**config.mk**
```make
export PLATFORM = sky130hd
export DESIGN_NAME = cache_block_transfer
export DESIGN_NICKNAME = d
export VERILOG_FILES = /design/src/rtl/cache_block_transfer.sv
export SDC_FILE = /design/constraint.sdc
export NUM_CORES = 1
export LEC_CHECK = 0
export BUFFER_PORTS_ARGS = -buffer_cell sky130_fd_sc_hd__buf_4
export CAP_MARGIN = 20
export CORE_MARGIN = 1.5
export CORE_UTILIZATION = 50
export CTS_CLUSTER_SIZE = 10
export DETAILED_ROUTE_END_ITERATION = 7
export PLACE_DENSITY = 0.9
export SLEW_MARGIN = 10
export SYNTH_ARGS = -nofsm -noshare
export SYNTH_HDL_FRONTEND = slang
export SYNTH_SLANG_ARGS = --single-unit
```
**constraint.sdc**
```tcl
create_clock -name clk_i -period 5.08 [get_ports clk_i]
set_input_delay 0.254 -clock clk_i [delete_from_list [all_inputs] [get_ports clk_i]]
set_output_delay 0.254 -clock clk_i [all_outputs]
set_load 0.02 [all_outputs]
```
**src/rtl/cache_block_transfer.sv**
```systemverilog
// -----------------------------------------------------------------------------
// cache_block_transfer
//
// Moves one cache block at a time between the memory-side bus and a single
// data cache bank.
//   * Refill:    accepts a word stream from memory (valid/ready) and writes
//                each word into the bank, one bank write per accepted beat.
//   * Writeback: reads the victim block through the bank read port (1-cycle
//                read latency) and streams it out under valid/ready
//                backpressure through a 2-entry output buffer.
// Word address inside the bank is {block index, word offset}.
//
// Ports
//   clk_i                 clock, everything on the rising edge
//   rst_i                 synchronous reset, active-high
//   start_refill_i        request refill of block_address_i (IDLE only)
//   start_writeback_i     request writeback of block_address_i (IDLE only,
//                         wins over a simultaneous refill request)
//   block_address_i       block index, captured when a start is accepted
//   busy_o                transfer in progress (registered)
//   done_o                one-cycle pulse the cycle after a transfer ends
//   refill_data_i         incoming refill word
//   refill_valid_i        refill word valid
//   refill_ready_o        engine accepts a refill word (high in REFILL)
//   wb_data_o             outgoing writeback word (head of output buffer)
//   wb_valid_o            writeback word valid
//   wb_ready_i            downstream accepts the writeback word
//   wb_last_o             current writeback word is the last of the block
//   bank_write_o          bank write enable
//   bank_byte_write_o     bank byte enables
//   bank_write_address_o  bank write word address
//   bank_write_data_o     bank write data
//   bank_read_o           bank read enable
//   bank_read_address_o   bank read word address
//   bank_read_data_i      bank read data, valid one cycle after bank_read_o
// -----------------------------------------------------------------------------
module cache_block_transfer #(
  parameter int ADDR_WIDTH  = 9,
  parameter int BLOCK_WORDS = 4,
  localparam int OFFSET     = $clog2(BLOCK_WORDS),
  localparam int BLK_W      = ADDR_WIDTH - OFFSET
) (
  input  logic                  clk_i,
  input  logic                  rst_i,
  input  logic                  start_refill_i,
  input  logic                  start_writeback_i,
  input  logic [BLK_W-1:0]      block_address_i,
  output logic                  busy_o,
  output logic                  done_o,
  input  logic [31:0]           refill_data_i,
  input  logic                  refill_valid_i,
  output logic                  refill_ready_o,
  output logic [31:0]           wb_data_o,
  output logic                  wb_valid_o,
  input  logic                  wb_ready_i,
  output logic                  wb_last_o,
  output logic                  bank_write_o,
  output logic [3:0]            bank_byte_write_o,
  output logic [ADDR_WIDTH-1:0] bank_write_address_o,
  output logic [31:0]           bank_write_data_o,
  output logic                  bank_read_o,
  output logic [ADDR_WIDTH-1:0] bank_read_address_o,
  input  logic [31:0]           bank_read_data_i
);

  localparam logic [OFFSET:0]   BW_CNT   = (OFFSET+1)'(BLOCK_WORDS);
  localparam logic [OFFSET:0]   LAST_CNT = (OFFSET+1)'(BLOCK_WORDS - 1);
  localparam logic [OFFSET-1:0] LAST_OFF = OFFSET'(BLOCK_WORDS - 1);

  typedef enum logic [1:0] {
    ST_IDLE      = 2'd0,
    ST_REFILL    = 2'd1,
    ST_WRITEBACK = 2'd2
  } state_t;

  // Control state
  state_t            state_q;
  logic              busy_q;
  logic              done_q;
  logic [BLK_W-1:0]  block_q;
  logic [OFFSET-1:0] wcnt_q;     // next refill word offset
  logic [OFFSET:0]   rcnt_q;     // next writeback read offset
  logic [OFFSET:0]   pcnt_q;     // offset of the word at the buffer head
  logic [1:0]        occ_q;      // words stored in the output buffer
  logic              wr_ptr_q;
  logic              rd_ptr_q;

  // Stage p1: bank read returning this cycle, and the buffered words
  logic              rd_vld_p1;
  logic [31:0]       buf_p1 [2];

  logic              refill_beat;
  logic              wb_active;
  logic              wb_valid;
  logic              wb_pop;
  logic [31:0]       wb_head;
  logic [2:0]        pending;
  logic              rd_issue;

  assign refill_beat = (state_q == ST_REFILL) && refill_valid_i;
  assign wb_active   = (state_q == ST_WRITEBACK);

  // A word returning from the bank counts as present in the buffer in the
  // cycle it arrives: it is presented straight from the read data when the
  // stored part of the buffer is empty. This is what gives one word per
  // cycle right after the first read.
  assign wb_valid = wb_active && ((occ_q != 2'd0) || rd_vld_p1);
  assign wb_pop   = wb_valid && wb_ready_i;
  assign wb_head  = (occ_q == 2'd0) ? bank_read_data_i : buf_p1[rd_ptr_q];

  // Words that will be held after this cycle (stored + arriving - leaving).
  // Issuing only while this is below 2 means the read data returning next
  // cycle always has a free entry.
  assign pending  = {1'b0, occ_q} + {2'b00, rd_vld_p1} - {2'b00, wb_pop};
  assign rd_issue = wb_active && (rcnt_q < BW_CNT) && (pending < 3'd2);

  // Data/address outputs are forced to zero whenever their strobe is low so
  // that nothing is visible on the ports outside an active beat.
  assign refill_ready_o       = (state_q == ST_REFILL);
  assign bank_write_o         = refill_beat;
  assign bank_byte_write_o    = refill_beat ? 4'hF : 4'h0;
  assign bank_write_address_o = refill_beat ? {block_q, wcnt_q} : '0;
  assign bank_write_data_o    = refill_beat ? refill_data_i : '0;

  assign bank_read_o          = rd_issue;
  assign bank_read_address_o  = rd_issue ? {block_q, rcnt_q[OFFSET-1:0]} : '0;

  assign wb_valid_o           = wb_valid;
  assign wb_data_o            = wb_valid ? wb_head : '0;
  assign wb_last_o            = wb_valid && (pcnt_q == LAST_CNT);

  assign busy_o               = busy_q;
  assign done_o               = done_q;

  always_ff @(posedge clk_i) begin
    if (rst_i) begin
      state_q   <= ST_IDLE;
      busy_q    <= 1'b0;
      done_q    <= 1'b0;
      block_q   <= '0;
      wcnt_q    <= '0;
      rcnt_q    <= '0;
      pcnt_q    <= '0;
      occ_q     <= '0;
      wr_ptr_q  <= 1'b0;
      rd_ptr_q  <= 1'b0;
      rd_vld_p1 <= 1'b0;
      for (int i = 0; i < 2; i++) buf_p1[i] <= '0;
    end else begin
      done_q    <= 1'b0;
      rd_vld_p1 <= rd_issue;

      case (state_q)
        ST_IDLE: begin
          // Writeback has priority: the caller evicts before it refills.
          if (start_writeback_i) begin
            state_q  <= ST_WRITEBACK;
            busy_q   <= 1'b1;
            block_q  <= block_address_i;
            rcnt_q   <= '0;
            pcnt_q   <= '0;
            occ_q    <= '0;
            wr_ptr_q <= 1'b0;
            rd_ptr_q <= 1'b0;
          end else if (start_refill_i) begin
            state_q  <= ST_REFILL;
            busy_q   <= 1'b1;
            block_q  <= block_address_i;
            wcnt_q   <= '0;
          end
        end

        ST_REFILL: begin
          if (refill_beat) begin
            wcnt_q <= wcnt_q + 1'b1;
            if (wcnt_q == LAST_OFF) begin
              state_q <= ST_IDLE;
              busy_q  <= 1'b0;
              done_q  <= 1'b1;
            end
          end
        end

        ST_WRITEBACK: begin
          // Every returning word is written at the tail; when it is also
          // popped in the same cycle both pointers advance and the stored
          // count is unchanged, so the bypass case needs no special path.
          if (rd_vld_p1) begin
            buf_p1[wr_ptr_q] <= bank_read_data_i;
            wr_ptr_q         <= ~wr_ptr_q;
          end
          if (rd_issue) rcnt_q <= rcnt_q + 1'b1;
          if (wb_pop) begin
            rd_ptr_q <= ~rd_ptr_q;
            pcnt_q   <= pcnt_q + 1'b1;
          end
          occ_q <= pending[1:0];
          if (wb_pop && (pcnt_q == LAST_CNT)) begin
            state_q <= ST_IDLE;
            busy_q  <= 1'b0;
            done_q  <= 1'b1;
          end
        end

        default: begin
          state_q <= ST_IDLE;
          busy_q  <= 1'b0;
        end
      endcase
    end
  end

endmodule

```
Yosys cells after proc, flatten, opt, wreduce, memory -nomap -nowiden
Memories as Yosys holds them, arrays and structs flattened. A register that Yosys moved wholly into a read port is not among the register bits.
Index checks and enable logic that the tools add are counted.
- output and inout bits: 93
- bits in writable memories: 64
- memories kept: 1
- register bits after elaboration: 24
- memory list (name ; depth ; bits a word ; rd ports ; clocked after Yosys merged registers in ; write ports ; line ; RTL):
    buf_p1 ; 2 ; 32 ; 1 ; 1 ; 2 ; 90 ; logic [31:0] buf_p1 [2];
- muxes and demuxes: 51
- equality and inequality tests: 14
- bitwise gates (word level): 2
- add/subtract/negate cells: 5
- $lt $le $gt $ge: 2
- reductions and logical operators: 22
- operators by type and width (operator ; count):
    32-bit two-way mux ; 4
    32-bit OR reduction ; 1
    1-bit two-way mux ; 21
    2-bit two-way mux ; 9
    9-bit two-way mux ; 2
    7-bit two-way mux ; 2
    3-bit one-hot mux with 2 select lines ; 2
    2-bit by 1-bit != test with 1-bit output, second input constant ; 5
    3-bit two-way mux ; 3
    3-bit AND reduction ; 3
    2-bit != test, second input constant ; 4
    2-bit one-hot mux with 2 select lines ; 2
    4-bit AND reduction ; 2
    2-bit nonzero test ; 4
    1-bit logical AND ; 7
    3-bit by 1-bit adder with 3-bit output, second input constant ; 2
    1-bit one-hot mux with 2 select lines ; 3
    2-bit one-hot mux with 3 select lines ; 1
    2-bit equality test, second input constant ; 2
    2-bit zero test ; 2
    4-bit two-way mux ; 1
    2-bit AND reduction ; 2
    2-bit by 1-bit adder with 3-bit output ; 1
    3-bit by 2-bit equality test with 1-bit output, second input constant ; 1
    9 further kinds ; 10

Depth between registers and ports, before layout
Gate-level depths: netlist of the first run.
- word-level depth: 9
- gate-level depth with buffers: 12
- depth with buffers taken out: 11

Worst setup path after synthesis of the first run
No wires, ideal clock.
- path kind: register to register
- start: register state_q[0]
- end: memory buf_p1[0][0], enable pin
- path slack: 1.541 ns
- setup time: 0.466 ns
- clock period less this slack: 3.539 ns
- stages on the path, launching flop included: 6
- data arrival time: 3.074 ns
- buffers on the path: 1
- data required time: 4.614 ns
- cell sequence: dfxtp_1 -> inv_1 -> ha_1 -> buf_2 -> nand2_1 -> o21ai_0
- RTL lines (element ; line ; RTL):
    from (decl) ; 77 ; state_t state_q;
    from (signal assigned) ; 137 ; state_q <= ST_IDLE;
    from (signal assigned) ; 157 ; state_q <= ST_WRITEBACK;
    from (signal assigned) ; 166 ; state_q <= ST_REFILL;
    to (decl) ; 90 ;

Worst setup path in the final report of the first run
- start: register state_q[0]
- end: output bank_read_address_o[0]
- longest elaborated chain between the ends: 7
- elaborated cells on any way between the ends: 8
- classes of those cells: 1 x add/sub; 1 x order compare; 1 x eq/ne; 1 x mux; 4 x reduce/logical
- RTL lines (element ; line ; RTL):
    2-bit equality test * ; 101 ; assign wb_active = (state_q == ST_WRITEBACK);
    1-bit logical AND ; 107 ; assign wb_valid = wb_active && ((occ_q != 2'd0) || rd_vld_p1);
    1-bit logical AND ; 108 ; assign wb_pop = wb_valid && wb_ready_i;
    3-bit by 1-bit subtractor with 3-bit output ; 114 ; assign pending = {1'b0, occ_q} + {2'b00, rd_vld_p1} - {2'b00, wb_pop};
    3-bit by 2-bit less-than comparator with 1-bit output ; 115 ; assign rd_issue = wb_active && (rcnt_q < BW_CNT) && (pending < 3'd2);
    1-bit logical AND * ; 115 ;
    9-bit two-way mux * ; 126 ; assign bank_read_address_o = rd_issue ? {block_q, rcnt_q[OFFSET-1:0]} : '0;
    to (decl) ; 62 ; output logic [ADDR_WIDTH-1:0] bank_read_address_o,
Every way passes the cells marked *; elsewhere a longest branch is shown, timed or not.

==> flow_summary.yaml, run 1 <==
global_route:
  grt_pass1_wl_microns: 18980
  antenna_found_initial: 0
  overflow: 0
  grt_pass1_vias: 3928
  grt_usage: 0.2412
  grt_max_degree: 65
place:
  hpwlAfterDp_microns: 8471
  placed_cells: 715
  post-place-ws_ns: 1.158
  io_buffers: 169
  placed_cell_area_sq_mm: 0.006097
  gp_congestion: 0.8671
sta:
  rsz0062_at_grt: "false"
  finalHoldViolations: 0
  fmax_ghz: 0.2549
  tightest_slew_ns: 1.023
  finalCritPeriodShare: 0.7722
  maxSlewHeadroom: 0.3177
  skew_ns: 0.01292
  fin_crit_ns: 3.923
  setup_tns_ns: 0
  setup_viol: 0
  setup_ws_ns: 1.157
  final_max_slew_viol_count: 0
  hold_ws_ns: 0.1185
cells_and_area:
  postLayoutCoreUtil: 0.6830
  layout-drive-gt1-share: 0.3350
  fin_nets: 687
  mostFrequentLayoutCells: "buf_4, and2_1, edfxtp_1"
  n_antenna_cell: 0
  fin_area_sq_mm: 0.006341
  final_cells: 735
  syn2layout_area_growth_pct: 31.53
  multi_input_area_sq_mm: 0.002202
  register_area_sq_mm: 0.002424
  fillers: 685
  final_common_cell: "buf_4"
power:
  total_power_mw: 1.596
  p_clk_frac: 0.280
  pwr_density_cell_mw_per_mm2: 251.8
  swShare: 0.2892
  ir_drop_uv: 128.8
  power_leakage_nw: 2.872
  combPwrFrac: 0.201
  p_int_mw: 1.135
  switchingPower_mw: 0.4617
  pwr-share-seq: 0.519
logic_synthesis:
  yosysUniqueCellTypes: 41
  syn_area_sq_mm: 0.004821
  synth_cells: 456
  async_flop_share: 0
  yosysSeqAreaShare: 0.5025
  synth_ff_type: "edfxtp_1"
  yosys_warnings: 0
  ys_seq_elements: 89
  synth_edf_count: 64
  syn_avg_cell_area_sq_um: 10.57
  synth_nets: 542
clocking:
  post_cts_buffers: 0
  htreeDepth: 3
  ctsHoldBuffers: 0
  insertion_delay_ns: 0.36
  cts_tree: "built"
  cts-root-buf: "clkbuf_8"
  clock-sinks: 89
  cts_resized: 0
  clk_pin_slew_ns: 0.10
  numCtsBuffers: 9
  clock_path_buffers: 2
setup_path:
  cpPeakStageDelay_ns: 0.60
  crit_path_max_fanout: 19
  path_class: "reg2out"
  crit_path_cell_trace: "inv_1, ha_1, o311a_2, xor2_1, ha_1, inv_1, fa_1, nand2b_1, nor3b_1, buf_2, and2_1, buf_4"
  slowest_stage: "ha_1"
  critPathRequiredTime_ns: 4.83
  setup.worst_path.end_class: "output pin"
  worst-path-buf-inv: 4
  critical_path_arrival_ns: 3.67
  critPathLaunchType: "flop"
  crit_family: "adder cells"
floorplanning:
  rows: 35
  coreArea_sq_mm: 0.009284
  start_util: 0.5193
  dieWidth_microns: 101.2
  die_y_microns: 101.2
  dieArea_sq_mm: 0.01024
  num_io_pins: 170
drt:
  drc: 0
  wl_microns: 12160
  ant_nets: 0
  routedWlPerCell_microns: 16.54
  num_vias: 3952
  first_pass_iters: 4
  viasPerCell: 5.377
  dr.first_iter.drc_count: 147
flow_run:
  cap_violations: 0
status:
  status: "completed"
worst_hold_path:
  holdCritPathClass: "in2reg"
cell type report:
type,instances,share of cell area
inverters,7,0.004144
clock inverters,6,0.007695
flip-flops and latches,89,0.3822
multi-input cells,319,0.3473
well taps,129,0.02545
repair buffers,175,0.2131
clock buffers,10,0.02013
registers in the layout, summed over array words and instances (netlist names), named ones only:
| register | flops |
|---|---|
| pcnt_q | 3 |
| block_q | 7 |
| done_o | 1 |
| rcnt_q | 3 |
| buf_p1 | 64 |
| rd_vld_p1 | 1 |
| wcnt_q | 2 |
| rd_ptr_q | 1 |
| wr_ptr_q | 1 |
| occ_q | 2 |
| busy_o | 1 |
| state_q | 2 |
logic make-up after synthesis:
| logic type | Yosys count | share of synthesized area |
|---|---|---|
| AO/OA/AOI/OAI | 58 | 0.09110 |
| AND/OR/NAND/NOR | 201 | 0.2318 |
| multiplexers | 49 | 0.1020 |
| flip-flops | 89 | 0.5025 |
| XOR/XNOR | 2 | 0.003634 |
| buffers and inverters | 48 | 0.04412 |
| adder cells (fa/ha/maj) | 9 | 0.02492 |
final timing paths:
check | from | endpoint | slack, ns | cells past startpoint
max | state_q[0] | bank_read_address_o[0] | 1.16 | 12
min | block_address_i[1] | block_q[1] | 0.12 | 3
max reg2reg | state_q[0] | rcnt_q[1] | 1.73 | 11
min reg2reg | rd_ptr_q | flop | 0.48 | 1
per-layer routing:
layer,track usage,wire length [microns],share of wire,up-vias
met5,0,0,0,-
met4,0.09829,292,0.024,0
met3,0.03865,722,0.059,22
met2,0.4316,6222,0.51,171
met1,0.2900,4922,0.40,1848
li1,-,-,-,1911
worst min-delay path, cell delays in order:
cell	delay [ns]
buf_4	0.08
mux2i_1	0.05
nor2_1	0.07
Yosys cell counts, drive strengths merged, types with 2 or more instances:
master / number / area share
a211oi: 32 / 0.050
a21o: 2 / 0.0031
a21oi: 5 / 0.0052
and2: 78 / 0.10
and3: 42 / 0.055
buf: 20 / 0.022
clkbuf: 21 / 0.016
dfxtp: 25 / 0.10
edfxtp: 64 / 0.40
ha: 8 / 0.021
inv: 7 / 0.0055
mux2i: 48 / 0.10
nand2: 6 / 0.0047
nand2b: 4 / 0.0052
nand3: 3 / 0.0031
nor2: 52 / 0.040
nor2b: 5 / 0.0065
nor3: 2 / 0.0021
nor3b: 4 / 0.0062
o21ai: 7 / 0.0080
or2: 3 / 0.0039
xor2: 2 / 0.0036
power by group through the flow:
stage               Combinational, mW  Clock [mW]  Sequential (mW)
floorplan                       0.188           0            0.840
global placement                0.301           0            0.843
detailed placement              0.312           0            0.845
CTS                             0.313       0.453            0.829
global route                    0.346       0.486            0.833
finish                          0.320       0.448            0.828
(Power assumes the default switching activity.)
==> run 2: changes to the inputs <==
--- a/config.mk
+++ b/config.mk
@@ -8,10 +8,10 @@
 export BUFFER_PORTS_ARGS = -buffer_cell sky130_fd_sc_hd__buf_4
 export CAP_MARGIN = 20
 export CORE_MARGIN = 1.5
-export CORE_UTILIZATION = 50
+export CORE_UTILIZATION = 46
 export CTS_CLUSTER_SIZE = 10
 export DETAILED_ROUTE_END_ITERATION = 7
-export PLACE_DENSITY = 0.9
+export PLACE_DENSITY = 0.88
 export SLEW_MARGIN = 10
 export SYNTH_ARGS = -nofsm -noshare
 export SYNTH_HDL_FRONTEND = slang
==> constraint.sdc (replaced) <==
create_clock -name clk_i -period 3.3 [get_ports clk_i]
set_input_delay 0.165 -clock clk_i [delete_from_list [all_inputs] [get_ports clk_i]]
set_output_delay 0.165 -clock clk_i [all_outputs]
set_load 0.02 [all_outputs]
==> run 2 against run 1 <==
  * Wire length decreased by 0.51%
  * Flip-flop and latch count unchanged
  * Clock skew increased by 0.0018 ns
  * Power increased by 61%
  * Utilization decreased by 6.0 points
  * Non-clock buffer count increased by 3
  * Sequential share of layout area decreased by 0.17 points
  * Critical path type unchanged
  * Critical endpoint is now bank_read_address_o[2]
==> flow_summary.yaml, run 2 (synthesized netlist as in run 1, its figures left out) <==
floorplanning:
  coreArea_sq_mm: 0.01023
  start_util: 0.4712
  die_y_microns: 105.4
  num_io_pins: 170
  rows: 37
  dieArea_sq_mm: 0.01110
  dieWidth_microns: 105.4
place:
  placed_cells: 729
  post-place-ws_ns: 0.5971
  hpwlAfterDp_microns: 8556
  gp_congestion: 0.8730
  io_buffers: 169
global_route:
  antenna_found_initial: 0
  grt_pass1_vias: 3963
  grt_max_degree: 45
  overflow: 0
  grt_usage: 0.2190
  grt_pass1_wl_microns: 19370
flow_run:
  cap_violations: 0
clocking:
  clock_path_buffers: 2
  insertion_delay_ns: 0.34
  numCtsBuffers: 9
  clock-sinks: 89
  clk_pin_slew_ns: 0.09
  cts_resized: 0
  ctsHoldBuffers: 0
  cts_tree: "built"
  cts-root-buf: "clkbuf_8"
  post_cts_buffers: 0
  htreeDepth: 3
sta:
  fin_crit_ns: 3.079
  rsz0062_at_grt: "false"
  finalHoldViolations: 0
  setup_ws_ns: 0.2214
  skew_ns: 0.01472
  fmax_ghz: 0.3248
  final_max_slew_viol_count: 0
  maxSlewHeadroom: 0.3123
  finalCritPeriodShare: 0.9329
  hold_ws_ns: 0.05929
  tightest_slew_ns: 1.032
  setup_tns_ns: 0
  setup_viol: 0
drt:
  drc: 0
  num_vias: 3969
  dr.first_iter.drc_count: 207
  first_pass_iters: 7
  viasPerCell: 5.328
  ant_nets: 0
  wl_microns: 12100
  routedWlPerCell_microns: 16.24
cells_and_area:
  fin_nets: 690
  top_register: "buf_p1"
  largestRegisters: "buf_p1: 64 flops, block_q: 7 flops"
  largest_register_ffs: 64
  mostFrequentLayoutCells: "buf_4, and2_1, edfxtp_1"
  final_cells: 745
  n_antenna_cell: 0
  syn2layout_area_growth_pct: 32.13
  layout-drive-gt1-share: 0.3350
  final_common_cell: "buf_4"
setup_path:
  crit_path_max_fanout: 12
  cpPeakStageDelay_ns: 0.52
  critPathRequiredTime_ns: 3.13
  crit_path_cell_trace: "o311a_2, xor2_1, ha_1, inv_1, fa_1, nand2b_1, nor3b_1, buf_4, and2_1, buf_4"
  setup.worst_path.end_class: "output pin"
  critical_path_arrival_ns: 2.91
  cpMostUsedCell: "buf_4"
  timing.reg2reg.setup_slack_ns: 0.62
  slowest_stage: "fa_1"
  critPathLaunchType: "flop"
  path_class: "reg2out"
worst_hold_path:
  holdCritPathClass: "in2reg"
power:
  power_leakage_nw: 2.897
  ir_drop_uv: 264.3
  pwr_density_cell_mw_per_mm2: 403.0
  total_power_mw: 2.567
status:
  status: "completed"
==> run 2: changes by cell type in the layout (fill, tap and decap cells not counted) <==
cell        before  now
buf_12           1    0
buf_16           1    0
buf_2            1    0
buf_4          171  178
buf_8            1    0
bufinv_16        0    2
clkbuf_1         1    2
clkinv_1         0    1
clkinvlp_4       2    0
inv_6            2    0
==> run 2: per-stage QoR <==
step / instance area (sq um) / util
6_report: 6370 / 0.6226
5_1_grt: 6370 / 0.6226
4_1_cts: 6370 / 0.6226
3_5_place_dp: 6158 / 0.6019
3_3_place_gp: 6158 / 0.6019
2_1_floorplan: 4821 / -
==> run 2: path summary, 6_finish.rpt <==
check	startpoint	cells after the start	to
worst max-delay path	occ_q[1]	10	bank_read_address_o[2]
worst min-delay path	block_address_i[1]	3	block_q[1]
worst max register to register	occ_q[1]	9	rcnt_q[1]
worst min register to register	rd_ptr_q	1	flop
==> run 2: metal layers <==
| layer | wire (microns) | share of wire | track usage | up-vias |
|---|---|---|---|---|
| li1 | - | - | - | 1908 |
| met1 | 4904 | 0.41 | 0.2539 | 1894 |
| met2 | 6346 | 0.52 | 0.4122 | 159 |
| met3 | 748 | 0.062 | 0.04515 | 8 |
| met4 | 97 | 0.0080 | 0.04892 | 0 |
| met5 | 0 | 0 | 0 | - |
==> run 2: cell type report <==
class                      count  area, sq um
tap                          136        170.2
inverter                       7        26.28
multi-input combinational    319         2202
clock inverter                 5        80.08
clock buffer                  11        131.4
sequential                    89         2424
fill                         807         3861
timing repair buffer         178         1336
==> run 2: worst max-delay path: cells and delay by family (launching register included) <==
family / cells / cell delay, ns
AO/OA/AOI/OAI: 1 / 0.48
AND/OR/NAND/NOR: 3 / 0.44
flip-flops: 1 / 0.42
buffers and inverters: 3 / 0.41
adder cells (fa/ha/maj): 2 / 0.68
XOR/XNOR: 1 / 0.15
==> run 2: where the power goes <==
group,total (mW),leakage [nW],internal (mW),switching (mW)
registers,1.28,0.865,1.25,0.0308
clock network,0.802,0.107,0.429,0.373
logic,0.488,1.93,0.214,0.274
